$ cat config.mk
export PLATFORM = sky130hd
export DESIGN_NAME = arbitro_de_bus
export DESIGN_NICKNAME = d
export VERILOG_FILES = /design/src/rtl/arbitro_de_bus.sv
export SDC_FILE = /design/constraint.sdc
export NUM_CORES = 1
export LEC_CHECK = 0
export ABC_AREA = 1
export ABC_CLOCK_PERIOD_IN_PS = 1800
export CAP_MARGIN = 20
export CORE_MARGIN = 8
export CORE_UTILIZATION = 46
export CTS_BUF_LIST = sky130_fd_sc_hd__clkbuf_4 sky130_fd_sc_hd__clkbuf_8
export CTS_CLUSTER_SIZE = 30
export DETAILED_ROUTE_END_ITERATION = 8
export PLACE_DENSITY = 0.71
export SLEW_MARGIN = 20
export SYNTH_ARGS = -nofsm -noshare
export SYNTH_HDL_FRONTEND = slang
export SYNTH_SLANG_ARGS = --single-unit
$ cat constraint.sdc
create_clock -name Clk -period 1.8 [get_ports Clk]
set_input_delay 0.36 -clock Clk [delete_from_list [all_inputs] [get_ports Clk]]
set_output_delay 0.36 -clock Clk [all_outputs]
set_load 0.01 [all_outputs]
$ cat src/rtl/arbitro_de_bus.sv
// Round-robin bus arbiter between the CPU (A) and a secondary requester (B).
// Drives the bus-control op code, operand select and a bounded memory wait.
module arbitro_de_bus #(
    parameter int WAIT_CYCLES = 2,
    parameter int TIMEOUT     = 16
) (
    input  logic       Clk,
    input  logic       Rst,
    input  logic       i_Req_A,
    input  logic [1:0] i_Op_A,
    input  logic       i_Req_B,
    input  logic [1:0] i_Op_B,
    input  logic       i_Mem_Listo,
    output logic [1:0] o_Control_Salida,
    output logic       o_Sel_B,
    output logic       o_Ack_A,
    output logic       o_Ack_B,
    output logic       o_Error,
    output logic       o_Ocupado
);

    typedef enum logic [1:0] {
        S_IDLE,
        S_GRANT,
        S_WAIT,
        S_ACK
    } state_t;

    localparam logic [3:0] WC_INIT  = 4'(WAIT_CYCLES);
    localparam logic [7:0] TMO_LAST = 8'(TIMEOUT - 1);

    state_t     r_state;
    logic [1:0] r_op;
    logic       r_owner;
    logic       r_ptr;
    logic [3:0] r_wcnt;
    logic [7:0] r_tmo;
    logic [1:0] r_ctrl;
    logic       r_sel_b;
    logic       r_ack_a;
    logic       r_ack_b;
    logic       r_error;
    logic       r_ocupado;

    state_t     w_state_n;
    logic [1:0] w_op_n;
    logic       w_owner_n;
    logic       w_ptr_n;
    logic [3:0] w_wcnt_n;
    logic [7:0] w_tmo_n;
    logic       w_err_n;
    logic       w_win;
    logic       w_busy;
    logic [1:0] w_ctrl_n;
    logic       w_sel_b_n;
    logic       w_ack_a_n;
    logic       w_ack_b_n;
    logic       w_ocupado_n;

    // r_ptr = 0 favours A when both request; it always points at the non-winner
    assign w_win = (i_Req_A && i_Req_B) ? r_ptr : i_Req_B;

    always_comb begin
        w_state_n = r_state;
        w_op_n    = r_op;
        w_owner_n = r_owner;
        w_ptr_n   = r_ptr;
        w_wcnt_n  = r_wcnt;
        w_tmo_n   = r_tmo;
        w_err_n   = 1'b0;
        unique case (r_state)
            S_IDLE: begin
                if (i_Req_A || i_Req_B) begin
                    w_owner_n = w_win;
                    w_op_n    = w_win ? i_Op_B : i_Op_A;
                    w_ptr_n   = ~w_win;
                    w_state_n = S_GRANT;
                end
            end
            S_GRANT: begin
                w_wcnt_n  = WC_INIT;
                w_tmo_n   = 8'd0;
                w_state_n = (r_op == 2'b00) ? S_ACK : S_WAIT;
            end
            S_WAIT: begin
                if (r_wcnt != 4'd0) begin
                    w_wcnt_n = r_wcnt - 4'd1;
                end else if (i_Mem_Listo) begin
                    w_state_n = S_ACK;
                end else if (r_tmo == TMO_LAST) begin
                    w_state_n = S_ACK;
                    w_err_n   = 1'b1;
                end else begin
                    w_tmo_n = r_tmo + 8'd1;
                end
            end
            S_ACK: begin
                w_wcnt_n  = 4'd0;
                w_tmo_n   = 8'd0;
                w_state_n = S_IDLE;
            end
        endcase
    end

    // Outputs are derived from the next state so they are registered with it
    always_comb begin
        w_busy      = (w_state_n == S_GRANT) || (w_state_n == S_WAIT);
        w_ctrl_n    = w_busy ? w_op_n : 2'b00;
        w_sel_b_n   = w_busy ? w_owner_n : r_sel_b;
        w_ack_a_n   = (w_state_n == S_ACK) && !w_owner_n;
        w_ack_b_n   = (w_state_n == S_ACK) && w_owner_n;
        w_ocupado_n = (w_state_n != S_IDLE);
    end

    always_ff @(posedge Clk or posedge Rst) begin
        if (Rst) begin
            r_state   <= S_IDLE;
            r_op      <= 2'b00;
            r_owner   <= 1'b0;
            r_ptr     <= 1'b0;
            r_wcnt    <= 4'd0;
            r_tmo     <= 8'd0;
            r_ctrl    <= 2'b00;
            r_sel_b   <= 1'b0;
            r_ack_a   <= 1'b0;
            r_ack_b   <= 1'b0;
            r_error   <= 1'b0;
            r_ocupado <= 1'b0;
        end else begin
            r_state   <= w_state_n;
            r_op      <= w_op_n;
            r_owner   <= w_owner_n;
            r_ptr     <= w_ptr_n;
            r_wcnt    <= w_wcnt_n;
            r_tmo     <= w_tmo_n;
            r_ctrl    <= w_ctrl_n;
            r_sel_b   <= w_sel_b_n;
            r_ack_a   <= w_ack_a_n;
            r_ack_b   <= w_ack_b_n;
            r_error   <= w_err_n;
            r_ocupado <= w_ocupado_n;
        end
    end

    assign o_Control_Salida = r_ctrl;
    assign o_Sel_B          = r_sel_b;
    assign o_Ack_A          = r_ack_a;
    assign o_Ack_B          = r_ack_b;
    assign o_Error          = r_error;
    assign o_Ocupado        = r_ocupado;

endmodule
==> results.yml <==
sta:
  hold_violations: 0
  finalSetupViolCount: 0
  min_period_over_period_pct: 96.6
  skew_ps: 6.75
  fmax_ghz: 0.575
  grt_setup_unrepaired: "true"
  finalMaxSlewViolations: 0
  fin_setup_tns_ps: 0
  finalCriticalPeriod_ps: 1740
  slew-limit-headroom_pct: 76.4
  tightest_slew_ps: 353
critical_path:
  worstPathMaxFanout: 4
  start_kind: "register"
  critical_path_class: "register to register"
  critPathRequiredTime_ps: 2020
  end_kind: "register"
  arrival_ps: 1960
cells_and_area:
  utilization_pct: 62.9
  multi_input_area_um2: 661
  antenna_cells: 0
  register_area_um2: 626
  area_delta_synth_final_pct: 29.4
  fin_cells: 228
  final.fill_count: 230
  final_nets: 216
  drive_gt1_share_pct: 18.3
route:
  final_antenna_net_count: 0
  drtPass1Iterations: 4
  totalWireLength_mm: 2.62
  avgViaCountPerCell: 4.95
  vias: 1128
  drc: 0
  drtIter0Drc: 44
  drt-wirelength-per-cell_um: 11.5
hold_path:
  hp-class: "input port to async pin"
grt:
  grt_pass1_wl_mm: 4.69
  grt_pass1_vias: 1147
  grt_overflow: 0
  grt_usage_pct: 11.1
  antenna_found_initial: 0
  grt_max_degree: 26
synthesis:
  ys_warn_count: 0
  synth_area_mm2: 0.00134
  synth_cell_types: 25
  synthCells: 163
  yosysSeqAreaShare_pct: 46.6
  syn_area_per_cell_um2: 8.23
  syn_nets: 181
  ys_seq_elements: 25
die:
  die_area_mm2: 0.00490
  core-area_mm2: 0.00276
  rows: 19
  dieWidth_um: 70
  ios: 16
  die_h_um: 70
  initial_core_util_pct: 48.6
placed_design:
  io_buffers: 15
  placed_cells: 219
  dpl.hpwl_mm: 2.06
  gp_congestion: 0.824
power:
  power.density_mw_per_mm2: 1590
  ir_drop_uv: 1130
  p_leak_nw: 0.859
cts:
  cts_tree: "built"
  clock_latency_ps: 320
  cts_root_buf: "clkbuf_4"
  cts_sinks: 25
  ctsLongestPathBuffers: 2
  clk_pin_slew_worst_paths_ps: 140
  cts_buffers: 3
  cts.htree.levels: 1
status:
  status: "completed"
flow_run:
  drv_cap: 0
## cells in the mapped netlist
library cell,count,area (µm²)
ha_1,9,113
or2_2,3,18.8
nor3_1,1,5.00
nand3_1,8,40.0
inv_1,24,90.1
dfrtp_1,25,626
or2_1,1,6.26
o21ai_0,10,50.1
xnor2_1,1,8.76
nor2_1,19,71.3
xor2_1,2,17.5
o21bai_1,1,7.51
nand3b_1,1,7.51
a21oi_1,4,20.0
nand4_1,1,6.26
nand2_1,41,154
clkinv_1,1,3.75
o21a_1,1,7.51
nand3_2,2,20.0
a22oi_1,1,7.51
and2_1,2,12.5
o21ai_2,1,8.76
a31oi_1,2,12.5
buf_6,1,11.3
nor3_4,1,16.3
## cell type report
cell class	count	area share (%)
multi-input combinational	112	38.1
sequential	25	36.0
timing repair buffer	31	16.5
inverter	25	5.41
tap	31	2.24
clock buffer	3	1.30
clock inverter	1	0.433
## metal layers
layer,track usage (%),up-vias,wire length [µm],part of all wire [%]
met5,0,-,0,0
met4,4.46,0,37,1.4
met3,2.12,4,38,1.5
met2,20.6,12,1380,53
met1,12.0,534,1160,44
li1,-,578,-,-
## layout by cell type, fill, tap and decap left out
cell type / n
nand2_1: 40
dfrtp_1: 25
inv_1: 22
nor2_1: 18
clkdlybuf4s50_1: 15
buf_4: 14
o21ai_0: 9
nand3_1: 8
ha_1: 6
a21oi_1: 4
or2_2: 3
clkbuf_4: 3
nand3_2: 2
inv_2: 2
xor2_1: 2
a31oi_1: 2
and2_1: 2
ha_4: 2
clkinv_1: 1
nor2_2: 1
nor3_4: 1
or2_1: 1
o21ai_4: 1
nand4_1: 1
o21a_1: 1
xnor2_1: 1
nor3_2: 1
a22oi_2: 1
o21bai_1: 1
nand2_2: 1
nand3b_1: 1
o21ai_1: 1
ha_2: 1
clkinvlp_4: 1
buf_12: 1
buf_6: 1
## power by group
| part | switching (mW) | total (mW) | internal (mW) | leakage [nW] |
|---|---|---|---|---|
| logic | 0.826 | 1.62 | 0.795 | 0.525 |
| registers | 0.121 | 0.884 | 0.763 | 0.320 |
| clock network | 0.173 | 0.258 | 0.0847 | 0.0139 |
| total | 1.12 | 2.76 | 1.64 | 0.859 |
## worst max-delay path: stages, from the launching register on
cell and delay, ps:
dfrtp_1 400, inv_1 90, buf_4 150, ha_1 300, a22oi_2 210, buf_4 150
ha_4 200, and2_1 150
## state kept, by name, summed over array words and instances (netlist names)
| name | cells |
|---|---|
| r_tmo | 8 |
| r_op | 2 |
| r_state | 2 |
| o_Ocupado | 1 |
| r_wcnt | 4 |
| o_Sel_B | 1 |
| o_Ack_B | 1 |
| r_owner | 1 |
| o_Error | 1 |
| o_Ack_A | 1 |
| r_ptr | 1 |
| o_Control_Salida | 2 |
## timing repair
action | 4_1_cts | 5_1_grt
hold endpoints to repair | 0 | 0
hold buffers | 0 | 0
gates resized for setup | 0 | 13
buffers inserted | 0 | 5
setup endpoints to repair | 0 | 11
## cells by family after synthesis
logic type | Yosys count | share of synthesized area, %
simple gates | 80 | 26.7
buf+inv | 26 | 7.84
flops | 25 | 46.6
compound gates | 20 | 8.49
fa+ha+maj | 9 | 8.40
xor+xnor | 3 | 1.96
## path summary, 6_finish.rpt
kind / to / slack (ps) / startpoint / cells past startpoint
worst max-delay path: o_Control_Salida[1] / 60 / r_state[0] / 7
worst min-delay path: o_Ack_B / 370 / Rst / 3
worst max register to register: o_Control_Salida[1] / 60 / r_state[0] / 7
worst min register to register: r_ptr / 510 / r_ptr / 1
max in group asynchronous: r_tmo[7] / 1190 / Rst / 3
min in group Clk: r_ptr / 510 / r_ptr / 1
## stage by stage
step | power [mW] | area (µm²) | setup WS (ps) | hold slack, ps
after global placement | 2.24 | 1610 | -17.5 | 480
after CTS | 2.56 | 1640 | 55.7 | 366
after floorplan | 1.79 | 1340 | 178 | 387
final | 2.76 | 1740 | 62.1 | 367
after global routing | 3.06 | 1740 | -15.6 | 382
after detailed placement | 2.30 | 1610 | -13.5 | 480
Note: power is estimated with default switching activity, not from simulation.
